--- src/rtl/ecc_pkg.sv ---
// Shared helpers for the SEC-DED codec: code geometry functions and the error
// classification type.
package ecc_pkg;

  typedef enum logic [1:0] {ERR_NONE, ERR_SINGLE, ERR_DOUBLE} err_class_t;

  // Smallest R with 2^R >= data_w + R + 1.
  function automatic int calc_r(input int data_w);
    int r;
    r = 0;
    for (int k = 20; k >= 1; k--)
      if ((1 << k) >= data_w + k + 1) r = k;
    return r;
  endfunction

  function automatic bit is_pow2(input int x);
    return (x > 0) && ((x & (x - 1)) == 0);
  endfunction

  // Codeword position of data bit idx: the idx-th non-power-of-two position.
  function automatic int data_pos(input int idx);
    int cnt;
    int pos;
    cnt = 0;
    pos = 0;
    for (int p = 3; p < idx + 64; p++) begin
      if (pos == 0 && !is_pow2(p)) begin
        if (cnt == idx) pos = p;
        cnt++;
      end
    end
    return pos;
  endfunction

endpackage

--- src/rtl/ecc_syndrome_gen.sv ---
// Combinational Hamming check-bit generator; shared by the decoder and the
// future encoder.
module ecc_syndrome_gen
  import ecc_pkg::*;
#(
  parameter  int DATA_W = 32,
  localparam int R      = calc_r(DATA_W)
) (
  input  logic [DATA_W-1:0] data,
  output logic [R-1:0]      check
);

  function automatic logic [DATA_W-1:0] cover_mask(input int b);
    logic [DATA_W-1:0] m;
    m = '0;
    for (int i = 0; i < DATA_W; i++)
      m[i] = ((data_pos(i) >> b) & 1) == 1;
    return m;
  endfunction

  for (genvar b = 0; b < R; b++) begin : g_chk
    localparam logic [DATA_W-1:0] MASK = cover_mask(b);
    assign check[b] = ^(data & MASK);
  end

endmodule

--- src/rtl/ecc_secded_stream_dec.sv ---
// Two-stage streaming SEC-DED decoder with valid/ready flow control and
// saturating error counters. Define ECC_ERR_INJECT_EN to add the inj_mask port.
module ecc_secded_stream_dec
  import ecc_pkg::*;
#(
  parameter  int DATA_W = 32,
  parameter  int CNT_W  = 16,
  localparam int R      = calc_r(DATA_W),
  localparam int CHK_W  = R + 1
) (
  input  logic              clk,
  input  logic              rst_n,
  input  logic              in_valid,
  output logic              in_ready,
  input  logic [DATA_W-1:0] in_data,
  input  logic [CHK_W-1:0]  in_check,
  input  logic              correct_en,
  output logic              out_valid,
  input  logic              out_ready,
  output logic [DATA_W-1:0] out_data,
  output logic [R-1:0]      out_syndrome,
  output logic              out_err_single,
  output logic              out_err_double,
  input  logic              cnt_clr,
  output logic [CNT_W-1:0]  cnt_single,
  output logic [CNT_W-1:0]  cnt_double
`ifdef ECC_ERR_INJECT_EN
  ,
  input  logic [DATA_W+CHK_W-1:0] inj_mask
`endif
);

  localparam int N = DATA_W + R;
  localparam logic [CNT_W-1:0] CNT_MAX = '1;
  localparam logic [CNT_W-1:0] CNT_ONE = CNT_W'(1);

  logic [DATA_W+CHK_W-1:0] rx;
  logic [DATA_W-1:0]       rx_data;
  logic [CHK_W-1:0]        rx_check;
  logic [R-1:0]            calc_check;

`ifdef ECC_ERR_INJECT_EN
  assign rx = {in_check, in_data} ^ inj_mask;
`else
  assign rx = {in_check, in_data};
`endif
  assign rx_data  = rx[DATA_W-1:0];
  assign rx_check = rx[DATA_W +: CHK_W];

  ecc_syndrome_gen #(.DATA_W(DATA_W)) u_syn (
    .data  (rx_data),
    .check (calc_check)
  );

  logic              s1_valid;
  logic [DATA_W-1:0] s1_data;
  logic [R-1:0]      s1_syn;
  logic              s1_par;
  logic              s1_cen;
  logic              s2_advance;
  logic              out_hs;

  assign s2_advance = !out_valid || out_ready;
  // Gated by rst_n so the port reads 0 for the whole reset interval.
  assign in_ready   = rst_n && (!s1_valid || s2_advance);
  assign out_hs     = out_valid && out_ready;

  always_ff @(posedge clk or negedge rst_n) begin
    if (!rst_n) begin
      s1_valid <= 1'b0;
      s1_data  <= '0;
      s1_syn   <= '0;
      s1_par   <= 1'b0;
      s1_cen   <= 1'b0;
    end else if (in_ready) begin
      s1_valid <= in_valid;
      if (in_valid) begin
        s1_data <= rx_data;
        s1_syn  <= calc_check ^ rx_check[R-1:0];
        s1_par  <= ^rx;
        s1_cen  <= correct_en;
      end
    end
  end

  logic [DATA_W-1:0] flip_mask;
  for (genvar i = 0; i < DATA_W; i++) begin : g_flip
    localparam logic [R-1:0] POS = R'(data_pos(i));
    assign flip_mask[i] = (s1_syn == POS);
  end

  err_class_t        cls;
  logic [DATA_W-1:0] fixed_data;
  logic              syn_pow2;

  // flip_mask is zero for syndromes at check positions or beyond N, so only
  // genuine data-position singles are altered.
  always_comb begin
    cls        = ERR_NONE;
    fixed_data = s1_data;
    syn_pow2   = (s1_syn & (s1_syn - R'(1))) == '0;
    if (!s1_par) begin
      if (s1_syn != '0) cls = ERR_DOUBLE;
    end else if (syn_pow2 || s1_syn <= R'(N)) begin
      cls = ERR_SINGLE;
      if (s1_cen) fixed_data = s1_data ^ flip_mask;
    end else begin
      cls = ERR_DOUBLE;
    end
  end

  always_ff @(posedge clk or negedge rst_n) begin
    if (!rst_n) begin
      out_valid      <= 1'b0;
      out_data       <= '0;
      out_syndrome   <= '0;
      out_err_single <= 1'b0;
      out_err_double <= 1'b0;
    end else if (s2_advance) begin
      out_valid <= s1_valid;
      if (s1_valid) begin
        out_data       <= fixed_data;
        out_syndrome   <= s1_syn;
        out_err_single <= (cls == ERR_SINGLE);
        out_err_double <= (cls == ERR_DOUBLE);
      end
    end
  end

  always_ff @(posedge clk or negedge rst_n) begin
    if (!rst_n) begin
      cnt_single <= '0;
      cnt_double <= '0;
    end else if (cnt_clr) begin
      cnt_single <= (out_hs && out_err_single) ? CNT_ONE : '0;
      cnt_double <= (out_hs && out_err_double) ? CNT_ONE : '0;
    end else begin
      if (out_hs && out_err_single && cnt_single != CNT_MAX)
        cnt_single <= cnt_single + CNT_ONE;
      if (out_hs && out_err_double && cnt_double != CNT_MAX)
        cnt_double <= cnt_double + CNT_ONE;
    end
  end

endmodule

--- config.mk ---
export PLATFORM = sky130hd
export DESIGN_NAME = ecc_secded_stream_dec
export DESIGN_NICKNAME = d
export VERILOG_FILES = /design/src/rtl/ecc_pkg.sv /design/src/rtl/ecc_syndrome_gen.sv /design/src/rtl/ecc_secded_stream_dec.sv
export SDC_FILE = /design/constraint.sdc
export NUM_CORES = 1
export LEC_CHECK = 0
export CAP_MARGIN = 20
export CORE_MARGIN = 10
export CORE_UTILIZATION = 40
export DETAILED_ROUTE_END_ITERATION = 16
export GPL_ROUTABILITY_DRIVEN = 1
export PLACE_DENSITY = 0.75
export SLEW_MARGIN = 20
export SYNTH_ARGS = -nofsm -noshare
export SYNTH_HDL_FRONTEND = slang
export SYNTH_SLANG_ARGS = --single-unit
--- constraint.sdc ---
create_clock -name clk -period 3.7 [get_ports clk]
set_input_delay 0.555 -clock clk [delete_from_list [all_inputs] [get_ports clk]]
set_output_delay 0.555 -clock clk [all_outputs]
set_load 0.1 [all_outputs]
==> Yosys cells after proc, flatten, opt, wreduce, memory -nomap -nowiden <==
Index checks and enable logic that the tools add are counted.
{ "word_totals": {"register_bits": 114, "latch_bits": 0, "ram_bits": 0, "mem_bits_ro": 0, "elab_cells": 91, "memories": 0} }
{ "op_classes": {"n_addsub": 3, "mul": 0, "n_div": 0, "n_lt_le_gt_ge": 1, "eq_ne": 36, "shifts": 0, "n_mux": 12, "n_bitwise": 3, "reduce_logical": 24} }
{ "op_table": {"columns": ["cell", "n"], "rows": [
  ["$reduce_xor A32 Y1", 6],
  ["$mux W32", 3],
  ["$eq A6 B5 Y1 const B", 15],
  ["$mux W16", 4],
  ["$eq A6 B4 Y1 const B", 7],
  ["$reduce_xor A39 Y1", 1],
  ["$eq A6 B6 Y1 const B", 6],
  ["$add A16 B1 Y16 const B", 2],
  ["$ne A16 B16 Y1 const B", 2],
  ["$xor A32 B32 Y32", 1],
  ["$eq A6 B3 Y1 const B", 3],
  ["$and A6 B6 Y6", 1],
  ["$eq A6 B2 Y1 const B", 1],
  ["$le A6 B6 Y1 const B", 1],
  ["$logic_and A1 B1 Y1", 6],
  ["$logic_not A6 Y1", 1],
  ["$mux W2", 3],
  ["$reduce_bool A6 Y1", 1],
  ["$sub A6 B1 Y6 const B", 1],
  ["$xor A6 B6 Y6", 1],
  ["$reduce_and A2 Y1", 2],
  ["$reduce_bool A2 Y1", 2],
  ["$logic_or A1 B1 Y1", 3],
  ["$eq A2 B1 Y1 const B", 1],
  ["other kinds (3)", 5]
]} }

==> Logic depth before layout (Yosys ltp) <==
{ "logic_depth": {"word_depth": 7, "depth_mapped": 7, "mapped_depth_nobuf": 7} }

==> Cells and area by module <==
Synthesis repeated with hierarchy kept, for this count alone.
{ "hier_totals": {"hier_cells": 581, "area_unflattened_um2": 6190.9} }
{ "modules_own_cells": {"columns": ["mod", "instances", "cells_per_inst", "area_per_inst_um2", "seq_area_each_um2"], "rows": [
  ["ecc_secded_stream_dec", 1, 539, 5545.3, 2852.7],
  ["ecc_syndrome_gen", 1, 42, 645.6, 0.0]
]} }

==> Worst setup path before layout <==
OpenSTA, ideal clock, no wires.
{ "synth_path": {"path_type": "reg-to-reg", "start": "register out_valid", "end": "register s1_data[0]", "setup_time_ps": 125, "t_arrival_ps": 2826, "path_slack_ps": 750, "stages_incl_launch_ff": 6, "period_less_slack_ps": 2950, "cell_sequence": "dfrtp_1 > or2b_1 > o21a_1 > nand2_1 > buf_2 > mux2_2"} }
{ "synth_between": {"elab_chain_cells": 5} }
{ "synth_rtl": {"columns": ["element", "line_no", "rtl"], "rows": [
  ["start, declared", "ecc_secded_stream_dec.sv:18", "output logic out_valid,"],
  ["start signal, assigned", "ecc_secded_stream_dec.sv:120", "out_valid <= s1_valid;"],
  ["$logic_not A1 Y1", "ecc_secded_stream_dec.sv:63", "assign s2_advance = !out_valid || out_ready;"],
  ["$logic_or A1 B1 Y1", "ecc_secded_stream_dec.sv:63", null],
  ["$logic_or A1 B1 Y1", "ecc_secded_stream_dec.sv:65", "assign in_ready = rst_n && (!s1_valid || s2_advance);"],
  ["$logic_and A1 B1 Y1", "ecc_secded_stream_dec.sv:65", null],
  ["via in_ready", "ecc_secded_stream_dec.sv:14", "output logic in_ready,"],
  ["$reduce_and A2 Y1 (no line)", null, null],
  ["end signal, assigned", "ecc_secded_stream_dec.sv:78", "s1_data <= rx_data;"],
  ["end, declared", "ecc_secded_stream_dec.sv:56", "logic [DATA_W-1:0] s1_data;"]
]} }
The timed path passes the listed nets, and every way through them passes these cells.
A chain may end at the register's enable or synchronous reset.

==> Final worst setup path <==
{ "layout_path": {"start": "register cnt_single[0]", "end": "output cnt_single[0]"} }
{ "layout_lines": {"columns": ["element", "line_no", "rtl"], "rows": [
  ["start, declared", "ecc_secded_stream_dec.sv:25", "output logic [CNT_W-1:0] cnt_single,"],
  ["start signal, assigned", "ecc_secded_stream_dec.sv:135", "cnt_single <= (out_hs && out_err_single) ? CNT_ONE : '0;"],
  ["start signal, assigned", "ecc_secded_stream_dec.sv:139", "cnt_single <= cnt_single + CNT_ONE;"]
]} }
No word-level cell between the ends.

==> load_flow_metrics.sql <==
INSERT INTO impl_metrics (metric_group, metric, value, unit) VALUES
('yosys', 'synth_top_area_share', '49.04', '%'),
('yosys', 'syn_inst', '566', ''),
('cells_and_area', 'antenna_cells_inserted', '0', ''),
('critical_path', 'timing.setup.critical_path_class', 'flip-flop to output port', ''),
('hold_path', 'min_path_type', 'input pin to async pin', ''),
('floorplanning', 'floorplan.rows', '44', ''),
('run', 'cap_viol_max_count', '0', ''),
('cells_and_area', 'area_growth_syn_to_layout', '33.28', '%'),
('sta', 'timing.fmax', '379.9', 'MHz'),
('yosys', 'yosysWarningCount', '0', ''),
('route', 'drc', '0', ''),
('yosys', 'syn_avg_cell_area', '10.28', 'µm²'),
('sta', 'setup_slack', '1.068', 'ns'),
('route', 'postRouteWirelength', '15.24', 'mm'),
('critical_path', 'cp_cell_sequence', 'clkdlybuf4s50_1', ''),
('route', 'first_pass_iters', '4', ''),
('floorplanning', 'core', '14370', 'µm²'),
('cells_and_area', 'final_core_util', '53.95', '%'),
('yosys', 'netlist_area', '5817', 'µm²'),
('placed_design', 'dp.final_hpwl', '11.35', 'mm'),
('sta', 'rsz_0062_raised_after_global_routing', 'no', ''),
('pwr', 'irDropWorstVdd', '0.4321', 'mV'),
('clocking', 'clock_latency_of_the_later_clocked_register_in_the_worst_skew_pair', '0.41', 'ns'),
('placed_design', 'dpl-instance-area', '7173', 'µm²'),
('clocking', 'htree_num_levels', '4', ''),
('clocking', 'cts_made_buffers', '17', ''),
('cells_and_area', 'n_fill_cell', '1234', ''),
('floorplanning', 'die_width', '140.6', 'µm'),
('grt', 'grt_antenna_before_repair', '0', ''),
('pwr', 'power_dens_cells', '772.1', 'nW/µm²'),
('sta', 'layout_min_cycle_time', '2.632', 'ns'),
('critical_path', 'crit_slowest_cell', 'sky130_fd_sc_hd__clkdlybuf4s50_1', ''),
('placed_design', 'count_of_input_and_output_buffers', '118', ''),
('route', 'drtIter0Drc', '236', ''),
('placed_design', 'place_congestion', '0.8607', ''),
('sta', 'setup_tns', '0', 'ns'),
('critical_path', 'critical_path_peak_fanout', '7', ''),
('critical_path', 'worst_ep_arrival_time', '2.08', 'ns'),
('grt', 'grt_use_total', '15.64', '%'),
('run_status', 'run_status', 'finished, final reports clean', ''),
('placed_design', 'dp_worst_setup_slack', '1.060', 'ns'),
('pwr', 'static-leakage-power', '3.073', 'nW'),
('sta', 'report.final.slew_viol_count', '0', ''),
('clocking', 'clkSinkCount', '114', ''),
('route', 'wl_per_cell', '17.28', 'µm'),
('grt', 'globalRouteOverflowTotal', '0', ''),
('clocking', 'cts_max_path_buffers', '2', ''),
('sta', 'slew_headroom', '29.35', '%'),
('yosys', 'synth.yosys.seq_area_share', '49.04', '%'),
('yosys', 'synth_top_cells_by_area', 'sky130_fd_sc_hd__dfrtp_1 (49%), sky130_fd_sc_hd__xnor2_1 (16%), sky130_fd_sc_hd__mux2_2 (7.7%)', ''),
('grt', 'grt_pass1_wl', '24.85', 'mm'),
('clocking', 'post_cts_setup_buffers', '0', ''),
('cells_and_area', 'most_frequent_cells_in_the_layout', 'sky130_fd_sc_hd__clkdlybuf4s50_1 (116), sky130_fd_sc_hd__dfrtp_1 (114), sky130_fd_sc_hd__xnor2_1 (103)', ''),
('sta', 'finalClockSkew', '0.007309', 'ns'),
('floorplanning', 'floorplan.die_area', '19770', 'µm²'),
('clocking', 'cts_hold_buf', '0', ''),
('route', 'drt-vias-per-instance', '5.116', ''),
('sta', 'finalSetupViolCount', '0', ''),
('yosys', 'mappedNetlistNets', '613', ''),
('yosys', 'synth.largest_area_cell', 'sky130_fd_sc_hd__dfrtp_1', ''),
('critical_path', 'cp_top_family', 'buffers and inverters', ''),
('critical_path', 'crit_path_max_incr_delay', '1.19', 'ns'),
('floorplanning', 'die_height', '140.6', 'µm'),
('critical_path', 'cp_num_buf_inv', '1', ''),
('critical_path', 'worst_setup_path_end_kind', 'output port', ''),
('placed_design', 'dp_cells', '851', ''),
('clocking', 'tritoncts', 'built', ''),
('sta', 'tightestPinTransition', '1.056', 'ns'),
('clocking', 'cts_repair_resize_count', '0', ''),
('sta', 'period_share', '71.14', '%'),
('sta', 'finalHoldViolCount', '0', '');
[synth_stat cells]
cell type                     n
sky130_fd_sc_hd__or2b_1       1
sky130_fd_sc_hd__and3_2       1
sky130_fd_sc_hd__or4_4        1
sky130_fd_sc_hd__nor2b_1      2
sky130_fd_sc_hd__xnor2_1    103
sky130_fd_sc_hd__clkbuf_1    17
sky130_fd_sc_hd__o22ai_1      2
sky130_fd_sc_hd__nor3_1       7
sky130_fd_sc_hd__or2_1        1
sky130_fd_sc_hd__a21oi_1      2
sky130_fd_sc_hd__dfrtp_1    114
sky130_fd_sc_hd__xnor3_1      3
sky130_fd_sc_hd__o41ai_1      1
sky130_fd_sc_hd__ha_1         2
sky130_fd_sc_hd__a21boi_0     1
sky130_fd_sc_hd__and4_1       1
sky130_fd_sc_hd__a311oi_1     1
sky130_fd_sc_hd__or3_1        1
sky130_fd_sc_hd__nand4b_1     2
sky130_fd_sc_hd__mux2_2      40
sky130_fd_sc_hd__nand4_1      9
sky130_fd_sc_hd__inv_1        6
sky130_fd_sc_hd__nand2_1     70
sky130_fd_sc_hd__nor3b_1      1
sky130_fd_sc_hd__a211oi_1     1
sky130_fd_sc_hd__o2111ai_1    1
sky130_fd_sc_hd__and3_1       6
sky130_fd_sc_hd__or2_2        1
sky130_fd_sc_hd__buf_1        1
sky130_fd_sc_hd__buf_2        3
sky130_fd_sc_hd__mux2i_1      1
sky130_fd_sc_hd__nor2_1      65
sky130_fd_sc_hd__nand3_1     14
sky130_fd_sc_hd__o21a_1       4
sky130_fd_sc_hd__o211a_1      1
sky130_fd_sc_hd__o21ai_0     45
sky130_fd_sc_hd__a31o_2       1
sky130_fd_sc_hd__xor2_1      23
sky130_fd_sc_hd__a31oi_1      3
sky130_fd_sc_hd__a211o_1      1
sky130_fd_sc_hd__and2_1       2
sky130_fd_sc_hd__nor4_1       2
sky130_fd_sc_hd__nand3_2      1
sky130_fd_sc_hd__o21ai_1      1
[registers in the layout (all words and copies together), names as in the netlist, 6 cells and up]
register and flops:
out_data 32, s1_data 32, cnt_double 16, s1_syn 6
cnt_single 16, out_syndrome 6
[cells by family after synthesis]
logic type / synth area share (%)
adders and majority gates: 0.4301
buffers and inverters: 1.807
DFF: 49.04
and+or+nand+nor: 14.30
AOI/OAI and AO/OA: 6.367
xor gates and xnor gates: 20.13
muxes: 7.916
[worst paths after layout]
path	startpoint	cells after the start	end	slack (ns)
worst max-delay path	cnt_single[0]$_DFFE_PN0P_	1	cnt_single[0]	1.07
worst min-delay path	rst_n	1	cnt_double[5]$_DFFE_PN0P_	0.20
worst max register to register	cnt_double[6]$_DFFE_PN0P_	6	cnt_double[13]$_DFFE_PN0P_	1.47
worst min register to register	out_data[24]$_DFFE_PN0P_	2	out_data[24]$_DFFE_PN0P_	0.48
max in group asynchronous	rst_n	2	out_syndrome[0]$_DFFE_PN0P_	2.27
min in group clk	out_data[24]$_DFFE_PN0P_	2	out_data[24]$_DFFE_PN0P_	0.48
[final cells by class]
class	count	area [µm²]	share of cell area (%)
multi-input combinational	425	2861	36.91
sequential	114	2853	36.80
timing repair buffer	122	1206	15.56
clock buffer	21	470.5	6.068
tap	184	230.2	2.970
clock inverter	10	108.9	1.404
inverter	6	22.52	0.2905
[per-stage QoR]
stage                     power (W)  hold WS (ns)
after global routing       0.006258        0.2395
after CTS                  0.006038        0.2198
after detailed placement   0.004429        0.4728
after floorplan            0.003735        0.2594
final                      0.005985        0.1987
after global placement     0.004385        0.4626
[routing by layer]
metal	track usage, %	share of wire (%)	up-vias
li1	-	-	2128
met1	19.37	43	2197
met2	24.31	48	174
met3	6.718	8.6	13
met4	4.402	1.0	0
met5	0	0	-
[where the power goes]
part,leakage [nW],switching [W],internal [W]
Clock,0.284,0.000554,0.00103
Combinational,1.35,0.00189,0.000730
Sequential,1.44,0.000245,0.00153
Total,3.07,0.00269,0.00330
No activity file was read; power rests on OpenSTA's default activity.
